<file path="config.mk">
export PLATFORM = sky130hd
export DESIGN_NAME = spi_burst_ctrl
export DESIGN_NICKNAME = d
export VERILOG_FILES = /design/src/rtl/spi_burst_ctrl.sv
export SDC_FILE = /design/constraint.sdc
export NUM_CORES = 1
export LEC_CHECK = 0
export BUFFER_PORTS_ARGS = -buffer_cell sky130_fd_sc_hd__buf_2
export CORE_AREA = 2 2 72 74
export DETAILED_ROUTE_END_ITERATION = 16
export DIE_AREA = 0 0 74 76
export PLACE_DENSITY_LB_ADDON = 0.12
export SYNTH_ARGS = -nofsm -noshare
export SYNTH_HDL_FRONTEND = slang
export SYNTH_SLANG_ARGS = --single-unit
</file>
<file path="constraint.sdc">
create_clock -name Clk -period 5.1 [get_ports Clk]
set_clock_uncertainty 0.05 [all_clocks]
set_input_delay 0.51 -clock Clk [delete_from_list [all_inputs] [get_ports Clk]]
set_output_delay 0.51 -clock Clk [all_outputs]
set_load 0.01 [all_outputs]
</file>
<file path="src/rtl/spi_burst_ctrl.sv">
// Burst sequencer in front of the SPI byte engine: fetches TX bytes from the transfer
// buffer, issues one engine start per byte and writes received bytes back to the buffer.
module spi_burst_ctrl #(
    parameter int          ADDR_W = 9,
    parameter logic [7:0]  FILL   = 8'hFF
) (
    input  logic              Clk,
    input  logic              nReset,
    input  logic              Go,
    input  logic              Abort,
    input  logic [ADDR_W-1:0] Length,
    input  logic [1:0]        Mode,
    input  logic              HoldCS,
    output logic              Busy,
    output logic              Done,
    output logic [ADDR_W:0]   BytesDone,
    output logic [ADDR_W-1:0] BufAddr,
    input  logic [7:0]        BufRdData,
    output logic              BufWrEn,
    output logic [7:0]        BufWrData,
    output logic              SpiStart,
    output logic [7:0]        SpiDataOut,
    output logic              SpiKeepCS,
    input  logic              SpiBusy,
    input  logic [7:0]        SpiDataIn
);

    typedef enum logic [2:0] {
        S_IDLE,
        S_FETCH,
        S_LOAD,
        S_ARM,
        S_WAIT,
        S_STORE
    } state_t;

    localparam logic [1:0] MODE_TX_ONLY = 2'b01;
    localparam logic [1:0] MODE_RX_ONLY = 2'b10;

    state_t              state_q;
    logic [ADDR_W-1:0]   len_q;
    logic [1:0]          mode_q;
    logic                hold_q;
    logic                abort_q;
    logic                last_q;
    logic [ADDR_W-1:0]   addr_q;
    logic [ADDR_W:0]     bytes_q;
    logic                busy_q;
    logic                done_q;
    logic                wr_en_q;
    logic [7:0]          wr_data_q;
    logic                start_q;
    logic [7:0]          dout_q;
    logic                keep_q;
    logic                is_last_d;

    // The byte entering LOAD is the last one if it is the final index or an abort is
    // pending (including one arriving in this very cycle).
    always_comb begin
        is_last_d = (addr_q == len_q) || abort_q || Abort;
    end

    always_ff @(posedge Clk or negedge nReset) begin
        if (!nReset) begin
            state_q   <= S_IDLE;
            len_q     <= '0;
            mode_q    <= 2'b00;
            hold_q    <= 1'b0;
            abort_q   <= 1'b0;
            last_q    <= 1'b0;
            addr_q    <= '0;
            bytes_q   <= '0;
            busy_q    <= 1'b0;
            done_q    <= 1'b0;
            wr_en_q   <= 1'b0;
            wr_data_q <= 8'h00;
            start_q   <= 1'b0;
            dout_q    <= 8'h00;
            keep_q    <= 1'b0;
        end else begin
            start_q <= 1'b0;
            wr_en_q <= 1'b0;
            done_q  <= 1'b0;
            if (Abort && (state_q != S_IDLE)) begin
                abort_q <= 1'b1;
            end
            case (state_q)
                S_IDLE: begin
                    if (Go) begin
                        len_q   <= Length;
                        mode_q  <= Mode;
                        hold_q  <= HoldCS;
                        addr_q  <= '0;
                        bytes_q <= '0;
                        busy_q  <= 1'b1;
                        state_q <= S_FETCH;
                    end
                end
                S_FETCH: begin
                    state_q <= S_LOAD;
                end
                S_LOAD: begin
                    dout_q  <= (mode_q == MODE_RX_ONLY) ? FILL : BufRdData;
                    keep_q  <= is_last_d ? hold_q : 1'b1;
                    last_q  <= is_last_d;
                    start_q <= 1'b1;
                    state_q <= S_ARM;
                end
                S_ARM: begin
                    if (SpiBusy) begin
                        state_q <= S_WAIT;
                    end
                end
                S_WAIT: begin
                    if (!SpiBusy) begin
                        wr_en_q   <= (mode_q != MODE_TX_ONLY);
                        wr_data_q <= SpiDataIn;
                        state_q   <= S_STORE;
                    end
                end
                S_STORE: begin
                    bytes_q <= bytes_q + (ADDR_W+1)'(1);
                    if (last_q) begin
                        busy_q  <= 1'b0;
                        done_q  <= 1'b1;
                        abort_q <= 1'b0;
                        state_q <= S_IDLE;
                    end else begin
                        addr_q  <= addr_q + ADDR_W'(1);
                        state_q <= S_FETCH;
                    end
                end
                default: begin
                    state_q <= S_IDLE;
                end
            endcase
        end
    end

    assign Busy       = busy_q;
    assign Done       = done_q;
    assign BytesDone  = bytes_q;
    assign BufAddr    = addr_q;
    assign BufWrEn    = wr_en_q;
    assign BufWrData  = wr_data_q;
    assign SpiStart   = start_q;
    assign SpiDataOut = dout_q;
    assign SpiKeepCS  = keep_q;

endmodule
</file>
==> key figures <==
STA
  – Fmax: 0.447 GHz
  – Max_slew headroom: 0.289
  – Final hold violations: 0
  – TNS Setup: 0 ns
  – Minimum clock period: 2.24 ns
  – Final worst path period share: 0.439
  – Final Setup Violations: 0
  – Final Max Slew Viols: 0
  – Worst-margin pin slew: 1.06 ns
  – Unrepaired setup endpoints after global routing: false

Worst setup path
  – Worst path slowest cell: or3b_2
  – Reg-to-reg slack, setup: 2.86 ns
  – Reg-to-reg endpoint: SpiKeepCS
  – CP Buf/Inv Count: 1
  – FF-to-FF path depth: 5
  – Critical path's top delay family: simple AND/OR/NAND/NOR gates
  – Worst path max stage delay: 0.67 ns
  – Critical Path AT: 2.38 ns
  – CP Launch Type: flip-flop
  – Worst-path cell chain: or3b_2 > inv_1 > nand4_1 > nor4_1 > a21oi_1
  – WP depth: 5
  – FF-to-FF Start: state_q[0]
  – CP startpoint: state_q[0]
  – Crit-path max FO: 15
  – Setup Crit Path Kind: flip-flop to flip-flop
  – WP data required: 5.24 ns
  – Critical path endpoint: SpiKeepCS
  – CP Capture Type: flip-flop

Logic synthesis
  – #FFs+latches synth: 57
  – FFs w/ async S/R, synth: 1.00
  – Synth Warn #: 0
  – Mapped Cells: 251
  – Avg Cell Area, Syn: 10.1 um^2
  – Synth Cell Area: 2550 um^2
  – Synth Flop Type: dfrtp_1
  – Post-synthesis sequential area ratio: 0.560
  – EDFF count, synth: 0
  – Distinct cell type count after synthesis: 40
  – Synthesized Nets: 286

Finish
  – Layout Area Growth over Synthesis: 25.4%
  – Fill cells: 425
  – # nets final: 360
  – Fraction of layout cells with a size suffix above 1: 0.312
  – Diode count: 0

Clocking
  – Hold_buf cts: 0
  – Num CTS Buffers: 9
  – Clk Latency, worst-skew pair: 0.32 ns
  – Root buf cell: clkbuf_8
  – CTS tree: built
  – H-tree depth: 3
  – Clock slew at reported path FFs: 0.06 ns
  – CTS max path bufs: 2
  – Number of setup buffers added after CTS: 0
  – Clock Sinks: 57
  – Resized cells post-CTS: 0

Floorplanning
  – Num rows: 26
  – Die Area: 5620 um^2
  – Core ar.: 4910 um^2
  – Chip Height: 76 um
  – Initial core utilization: 0.518
  – I/O Pins: 73
  – Die Wd: 74 um

Global route
  – Largest net degree at the start of global routing: 58
  – Global-route wire length before repair: 8980 um
  – Vias in the first global route: 1901
  – Global route total overflow: 0
  – Antenna violations before repair: 0
  – Total GRT Usage: 0.208

Routing
  – Routed WL per cell: 13.3 um
  – Via count: 2076
  – Via density: 5.19
  – Post-route ant nets: 0
  – Routed wire length: 5330 um
  – # DRC: 0
  – Detailed-router iteration count before antenna repair: 4
  – DR iter-0 viols: 131

Status
  – Status: complete, no violations

Power
  – Cell Pwr Density: 560 nW/um^2
  – Peak VDD IR: 0.000340 V
  – Leak: 1.63 nW
  – Pwr Total: 1.79 mW

Place
  – Routability cong.: 0.750
  – Port Buf Inserts: 72
  – Post-DP HPWL: 3590 um

Min path
  – Hold Path Class: primary input to async pin

Run
  – Max-cap violation count: 0
-- cell usage after synthesis (all sizes together), types with 2 or more instances --
library cell | count | area, um^2
a21oi | 5 | 25.0
a22o | 2 | 17.5
a31oi | 3 | 18.8
and3 | 2 | 12.5
buf | 3 | 21.3
clkbuf | 8 | 30.0
dfrtp | 57 | 1430
ha | 2 | 25.0
inv | 5 | 18.8
mux2 | 10 | 113
mux2i | 3 | 30.0
nand2 | 61 | 229
nand2b | 2 | 12.5
nand3 | 3 | 15.0
nand3b | 3 | 22.5
nand4 | 8 | 50.1
nor2 | 12 | 45.0
nor3 | 2 | 10.0
nor4b | 2 | 23.8
o211ai | 4 | 30.0
o21ai | 19 | 95.1
o22ai | 2 | 12.5
o31ai | 5 | 37.5
or3b | 2 | 17.5
or4 | 5 | 37.5
xnor2 | 9 | 78.8
xor2 | 2 | 17.5
-- through the flow --
step	utilization	std cells	instance area [um^2]	hold WS (ns)	setup slack, ns
2_1_floorplan	-	251	2550	0.164	3.17
3_3_place_gp	0.603	384	2960	0.402	3.01
3_5_place_dp	0.603	384	2960	0.403	2.88
4_1_cts	0.650	400	3190	0.287	2.87
5_1_grt	0.650	400	3190	0.316	2.69
6_report	0.650	400	3190	0.269	2.86
-- state kept, by name, summed over array words and instances (netlist names) --
| name | cells |
|---|---|
| BufAddr | 9 |
| BufWrData | 8 |
| BufWrEn | 1 |
| Busy | 1 |
| BytesDone | 10 |
| Done | 1 |
| SpiDataOut | 8 |
| SpiKeepCS | 1 |
| SpiStart | 1 |
| abort_q | 1 |
| hold_q | 1 |
| last_q | 1 |
| len_q | 9 |
| mode_q | 2 |
| state_q | 3 |
-- worst min path at each step --
stage	from	to	cells past startpoint
2_1_floorplan	nReset	BufAddr[0]	0
3_3_place_gp	SpiDataOut[6]	SpiDataOut[6]	2
3_5_place_dp	SpiDataOut[1]	SpiDataOut[1]	2
4_1_cts	nReset	SpiDataOut[1]	2
5_1_grt	Length[0]	len_q[0]	3
6_report	nReset	SpiDataOut[1]	2
-- metal layers --
layer	part of all wire	GRT usage	vias up
met5	0	0	-
met4	0.0066	0.0709	0
met3	0.040	0.0635	2
met2	0.48	0.307	49
met1	0.47	0.290	996
li1	-	-	1029
-- area by class of cell --
cell class,instances,area (um^2),share of cell area
flip-flops and latches,57,1430,0.447
multi-input cells,178,1060,0.331
repair buffers,74,375,0.118
clock buffers,11,151,0.0474
well taps,70,87.6,0.0274
clock inverters,5,77.6,0.0243
inverters,5,18.8,0.00588
-- where the power goes --
group	leakage, nW	total (mW)	internal (mW)	switching, mW
registers	0.726	0.768	0.618	0.150
clock network	0.115	0.479	0.300	0.179
logic	0.785	0.542	0.247	0.295
-- cells by family (layout without fill, tap and decap cells) --
kind of cell               count (synthesis)  in the layout  synth area share
adders and majority gates                  2              2           0.00983
DFF                                       57             57             0.560
muxes                                     13             13            0.0560
AOI/OAI and AO/OA                         45             45             0.109
buffers and inverters                     16             95            0.0275
xor gates and xnor gates                  11             11            0.0378
and+or+nand+nor                          107            107             0.200
-- placed cells by master (no fill, tap or decap), types with 4 or more instances in the layout --
master / synthesis / layout
o21ai_0: 19 / 19
o31ai_1: 5 / 5
nand4_1: 8 / 8
xnor2_1: 9 / 9
nor2_1: 12 / 12
clkbuf_8: 0 / 11
buf_2: 2 / 72
o211ai_1: 4 / 4
or4_1: 5 / 5
dfrtp_1: 57 / 57
inv_1: 5 / 5
a21oi_1: 5 / 5
mux2_2: 10 / 10
nand2_1: 61 / 61
(Power assumes the default switching activity.)
